$ cat config.mk
export PLATFORM = sky130hd
export DESIGN_NAME = sram_like_arbiter
export DESIGN_NICKNAME = d
export VERILOG_FILES = /design/src/rtl/bus_pkg.sv /design/src/rtl/owner_fifo.sv /design/src/rtl/sram_like_arbiter.sv
export SDC_FILE = /design/constraint.sdc
export NUM_CORES = 1
export LEC_CHECK = 0
export BUFFER_PORTS_ARGS = -buffer_cell sky130_fd_sc_hd__buf_2
export CAP_MARGIN = 40
export CORE_AREA = 2 2 122 124
export DETAILED_ROUTE_END_ITERATION = 16
export DIE_AREA = 0 0 124 126
export PLACE_DENSITY = 0.53
export RECOVER_POWER = 25
export REMOVE_ABC_BUFFERS = 1
export SETUP_SLACK_MARGIN = 0.2
export SLEW_MARGIN = 20
export SYNTH_ARGS = -nofsm -noshare
export SYNTH_HDL_FRONTEND = slang
export SYNTH_SLANG_ARGS = --single-unit
$ cat constraint.sdc
create_clock -name clk -period 3.7 [get_ports clk]
set_clock_uncertainty 0.15 [all_clocks]
set_input_delay 0.185 -clock clk [delete_from_list [all_inputs] [get_ports clk]]
set_output_delay 0.185 -clock clk [all_outputs]
set_load 0.005 [all_outputs]
$ cat src/rtl/bus_pkg.sv
// Shared types for the sram-like bus arbiter: owner tag, request bundle
// and the largest owner-FIFO depth the arbiter supports.
package bus_pkg;

    typedef enum logic {
        OWN_INST = 1'b0,
        OWN_DATA = 1'b1
    } owner_e;

    typedef struct packed {
        logic        req;
        logic        wr;
        logic [1:0]  size;
        logic [31:0] addr;
        logic [31:0] wdata;
        logic        uncached;
    } sram_req_t;

    localparam int MAX_DEPTH = 8;

endpackage

$ cat src/rtl/owner_fifo.sv
// In-order owner tracker: one entry per accepted request, head names the
// master whose response the downstream slave will return next.
module owner_fifo
    import bus_pkg::*;
#(
    parameter int DEPTH = 4
) (
    input  logic   clk,
    input  logic   rst,
    input  logic   push,
    input  logic   pop,
    input  owner_e din,
    output logic   full,
    output logic   empty,
    output owner_e head
);

    localparam int PTR_W = (DEPTH > 1) ? $clog2(DEPTH) : 1;
    localparam int CNT_W = $clog2(DEPTH + 1);

    owner_e           mem [DEPTH];
    logic [PTR_W-1:0] wr_ptr;
    logic [PTR_W-1:0] rd_ptr;
    logic [CNT_W-1:0] count;
    logic             push_ok;
    logic             pop_ok;

    assign full    = (count == CNT_W'(DEPTH));
    assign empty   = (count == '0);
    assign push_ok = push && !full;
    assign pop_ok  = pop && !empty;
    assign head    = mem[rd_ptr];

    function automatic logic [PTR_W-1:0] ptr_next(input logic [PTR_W-1:0] p);
        return (p == PTR_W'(DEPTH - 1)) ? '0 : p + PTR_W'(1);
    endfunction

    always_ff @(posedge clk) begin
        if (push_ok) begin
            mem[wr_ptr] <= din;
        end
    end

    always_ff @(posedge clk or negedge rst) begin
        if (!rst) begin
            wr_ptr <= '0;
            rd_ptr <= '0;
            count  <= '0;
        end else begin
            if (push_ok) begin
                wr_ptr <= ptr_next(wr_ptr);
            end
            if (pop_ok) begin
                rd_ptr <= ptr_next(rd_ptr);
            end
            case ({push_ok, pop_ok})
                2'b10:   count <= count + CNT_W'(1);
                2'b01:   count <= count - CNT_W'(1);
                default: count <= count;
            endcase
        end
    end

endmodule

$ cat src/rtl/sram_like_arbiter.sv
// Two-master sram-like bus arbiter: data has priority, inst is protected from
// starvation, a stalled grant is held until accepted, responses routed in order.
module sram_like_arbiter
    import bus_pkg::*;
#(
    parameter int MAX_OUTSTANDING = 4,
    parameter int STARVE_LIMIT    = 8
) (
    input  logic        clk,
    input  logic        rst,
    input  logic        inst_req,
    input  logic        inst_wr,
    input  logic        inst_uncached,
    input  logic [1:0]  inst_size,
    input  logic [31:0] inst_addr,
    input  logic [31:0] inst_wdata,
    output logic        inst_addr_ok,
    output logic        inst_data_ok,
    output logic [31:0] inst_rdata,
    input  logic        data_req,
    input  logic        data_wr,
    input  logic        data_uncached,
    input  logic [1:0]  data_size,
    input  logic [31:0] data_addr,
    input  logic [31:0] data_wdata,
    output logic        data_addr_ok,
    output logic        data_data_ok,
    output logic [31:0] data_rdata,
    output logic        bus_req,
    output logic        bus_wr,
    output logic        bus_uncached,
    output logic [1:0]  bus_size,
    output logic [31:0] bus_addr,
    output logic [31:0] bus_wdata,
    input  logic        bus_addr_ok,
    input  logic        bus_data_ok,
    input  logic [31:0] bus_rdata,
    output logic        busy
);

    localparam int DEPTH = (MAX_OUTSTANDING > MAX_DEPTH) ? MAX_DEPTH : MAX_OUTSTANDING;
    localparam int SC_W  = $clog2(STARVE_LIMIT + 1);

    sram_req_t        inst_in;
    sram_req_t        data_in;
    sram_req_t        sel;
    sram_req_t        bus_out;
    owner_e           gnt;
    owner_e           owner;
    owner_e           head;
    logic             gnt_valid;
    logic             locked;
    logic             fifo_full;
    logic             fifo_empty;
    logic             push;
    logic             pop;
    logic [SC_W-1:0]  starve_cnt;

    assign inst_in = '{req: inst_req, wr: inst_wr, size: inst_size, addr: inst_addr,
                       wdata: inst_wdata, uncached: inst_uncached};
    assign data_in = '{req: data_req, wr: data_wr, size: data_size, addr: data_addr,
                       wdata: data_wdata, uncached: data_uncached};

    always_comb begin
        gnt_valid = 1'b0;
        gnt       = OWN_DATA;
        if (locked) begin
            gnt_valid = 1'b1;
            gnt       = owner;
        end else if (inst_req && starve_cnt == SC_W'(STARVE_LIMIT)) begin
            gnt_valid = 1'b1;
            gnt       = OWN_INST;
        end else if (data_req) begin
            gnt_valid = 1'b1;
            gnt       = OWN_DATA;
        end else if (inst_req) begin
            gnt_valid = 1'b1;
            gnt       = OWN_INST;
        end
        sel     = (gnt == OWN_DATA) ? data_in : inst_in;
        bus_out = (gnt_valid && sel.req && !fifo_full) ? sel : '0;
    end

    assign bus_req      = bus_out.req;
    assign bus_wr       = bus_out.wr;
    assign bus_size     = bus_out.size;
    assign bus_addr     = bus_out.addr;
    assign bus_wdata    = bus_out.wdata;
    assign bus_uncached = bus_out.uncached;

    assign push = bus_req && bus_addr_ok;
    assign pop  = bus_data_ok && !fifo_empty;

    assign inst_addr_ok = push && (gnt == OWN_INST);
    assign data_addr_ok = push && (gnt == OWN_DATA);
    // The FIFO head reflects only earlier pushes, so a same-cycle accept never answers itself.
    assign inst_data_ok = pop && (head == OWN_INST);
    assign data_data_ok = pop && (head == OWN_DATA);
    assign inst_rdata   = bus_rdata;
    assign data_rdata   = bus_rdata;
    assign busy         = !fifo_empty || locked;

    owner_fifo #(.DEPTH(DEPTH)) u_owner_fifo (
        .clk   (clk),
        .rst   (rst),
        .push  (push),
        .pop   (pop),
        .din   (gnt),
        .full  (fifo_full),
        .empty (fifo_empty),
        .head  (head)
    );

    always_ff @(posedge clk or negedge rst) begin
        if (!rst) begin
            locked     <= 1'b0;
            owner      <= OWN_DATA;
            starve_cnt <= '0;
        end else begin
            if (push) begin
                locked <= 1'b0;
            end else if (bus_req) begin
                locked <= 1'b1;
                owner  <= gnt;
            end
            if (!inst_req || (push && gnt == OWN_INST)) begin
                starve_cnt <= '0;
            end else if (push && gnt == OWN_DATA && starve_cnt != SC_W'(STARVE_LIMIT)) begin
                starve_cnt <= starve_cnt + SC_W'(1);
            end
        end
    end

endmodule

==> impl_metrics.toml <==
[power]
power_density_nw_per_um2 = 592.1
clockPowerShare = 0.101
p_comb_frac = 0.736
intPower_mw = 1.058
irDropWorstVdd_uv = 272.3
p_sw_mw = 1.040
leakagePower_nw = 1.823
switching_share = 0.4959
seqPwrFrac = 0.163

[timing]
hold_viol = 0
finalSetupTns_ns = 0
slew_violations = 0
setup_ws_ns = 0.8153
rsz0062_at_grt = "no"
relSlewSlack = 0.4675
worstMarginPinSlew_ns = 0.7919
max_freq_mhz = 346.7
finalSetupViolations = 0
min_period_ns = 2.885
min_period_over_period = 0.7796

[floorplan]
pin_count = 312
start_util = 0.1939
die_h_um = 126
die_w_um = 124
core_area_um2 = 14310
rows = 44
dieArea_um2 = 15620

[layout]
stdcell_count = 718
fillerInstances = 1675
drive_gt1_frac = 0.4474
utilization = 0.2476
regArea_um2 = 446.7
layout_common_cells = "buf_2, nand3_1, a21oi_1, o21ai_0, dfrtp_1"
finalNetCount = 716
mostFrequentLayoutCell = "buf_2"
area_delta_synth_final_pct = 27.68
multi_input_area_um2 = 1607

[grt]
antenna_found_initial = 8
grt_pass1_vias = 3326
grt_util_met1 = 0.2654
met3_usage = 0.1033
busiest_layer = "met1"
gr-usage-all-layers = 0.1902
grt.met2_usage = 0.2599
grt_pass1_wl_um = 21640
grt_start_max_net_pins = 69
globalRouteOverflowTotal = 0

[setup_path]
cp_slowest_stage_delay_ns = 0.46
startpoint = "starve_cnt[0]"
cp_max_fo = 38
start_kind = "register"
cp_slowest_cell = "a21boi_4"
path_buf_inv = 3
endpoint_kind = "primary output"
regToRegStartpoint = "locked"
cp_top_family = "compound AO/OA/AOI/OAI gates"
cp.required_ns = 3.37
crit_chain = "inv_1, ha_1, nand3b_4, a21boi_4, buf_4, o21ai_0, a21oi_1, buf_2"
crit_arrival_ns = 2.55
criticalPathCategory = "register to primary output"

[flow_run]
drv_cap = 0

[synth]
ys_async_sr_fraction = 0.7647
synth_cells = 410
synth_enable_flop_cells = 4
postSynthAreaPerCell_um2 = 6.769
ys_ff_latch = 17
synthDistinctLibCells = 42
ys.flop_type = "dfrtp_1"
netlist_area_um2 = 2775
yosys_warnings = 0
ys_seq_area_frac = 0.1610

[run_status]
status = "finished clean"

[worst_hold_path]
hp-start = "inst_req"
hp-class = "input pin to register"

[placement]
pre_cts_slack_ns = 1.061
place.gp.congestion = 0.8627
hpwlAfterDp_um = 12890
port_buffers = 215
dp.cells = 711

[routing]
wl_um = 15710
dr.pass1.iters = 5
post_drt_wl_per_cell_um = 21.87
drt_iter0_markers = 195
drc = 0
avgViaCountPerCell = 4.918
ant_nets = 0
num_vias = 3531

[clock_network]
clk_path_buf_depth = 2
ctsResizeCount = 0
cts_root_buffer = "clkbuf_16"
path_clk_slew_ns = 0.05
cts_sinks = 17
h-tree-depth = 1
cts_tree = "built"
worstSkewPairLatency_ns = 0.24
numCtsBuffers = 3
-- path summary, 6_finish.rpt --
| check | to | slack (ns) | cells after the start |
|---|---|---|---|
| setup / recovery | bus_wdata[17] | 0.82 | 8 |
| hold / removal | starve_cnt[1] | 0.14 | 3 |
| setup reg to reg | u_owner_fifo.count[2] | 1.08 | 9 |
| hold reg to reg | u_owner_fifo.count[2] | 0.37 | 1 |
| max in group asynchronous | owner | 2.90 | 2 |
| min in group asynchronous | u_owner_fifo.count[1] | 0.22 | 2 |
-- state kept, by name, summed over array words and instances, names as in the netlist --
signal / count
starve_cnt: 4
u_owner_fifo.mem: 4
u_owner_fifo.count: 3
u_owner_fifo.rd_ptr: 2
u_owner_fifo.wr_ptr: 2
locked: 1
owner: 1
-- cells by family (layout without fill, tap and decap cells) --
group,count (synthesis),after routing,share of synthesized area
AOI/OAI and AO/OA,155,155,0.2962
xor gates and xnor gates,3,3,0.009470
adders and majority gates,9,9,0.04328
buffers and inverters,115,237,0.2638
DFF,17,17,0.1610
muxes,5,5,0.02434
other,0,2,0
and+or+nand+nor,106,106,0.2020
-- power groups by stage --
stage	logic, mW	clock network [mW]	registers [mW]
5_1_grt	1.75	0.226	0.356
3_5_place_dp	1.56	0	0.343
6_report	1.54	0.211	0.342
3_3_place_gp	1.57	0	0.340
2_1_floorplan	0.880	0	0.320
4_1_cts	1.57	0.216	0.341
-- stage by stage --
step	instance area, µm²	hold WS, ns	power [mW]
after CTS	3538	0.1327	2.131
after global placement	3450	-0.05944	1.913
final	3543	0.1430	2.098
after detailed placement	3450	-0.06199	1.903
after floorplan	2081	-0.2606	1.201
after global routing	3538	0.1543	2.327
-- what timing repair did --
item                                    CTS  global route
setup buffers                             0             0
hold buffers                              1             0
endpoints found under the setup margin    0             0
endpoints found under the hold margin    13             0
-- tightest hold or removal path, cell delays in order --
cell and delay, ns:
buf_2 0.17, nand2_1 0.08, o2bb2ai_1 0.06
-- synth_stat cells, types with 6 or more instances --
cell	count	area, µm²
clkbuf_1	14	52.55
o21ai_0	62	310.3
inv_1	10	37.54
buf_1	6	22.52
a21oi_1	70	350.3
o21ai_1	9	45.04
buf_2	14	70.07
ha_1	8	100.1
nand2_1	7	26.28
nand3_1	70	350.3
dfrtp_1	12	300.3
buf_4	65	488.0
-- cell type report --
| cell class | instances | area share |
|---|---|---|
| timing repair buffer | 223 | 0.3213 |
| clock buffer | 4 | 0.02225 |
| inverter | 10 | 0.01059 |
| tap | 184 | 0.06497 |
| sequential | 17 | 0.1261 |
| antenna | 2 | 0.001412 |
| multi-input combinational | 278 | 0.4534 |
-- routing by layer --
| layer | vias to the layer above | share of wire |
|---|---|---|
| met4 | 8 | 0.0050 |
| met5 | - | 0.0080 |
| met2 | 241 | 0.40 |
| met3 | 16 | 0.15 |
| met1 | 1625 | 0.44 |
| li1 | 1641 | - |
Power figures use the tool's default switching activity.
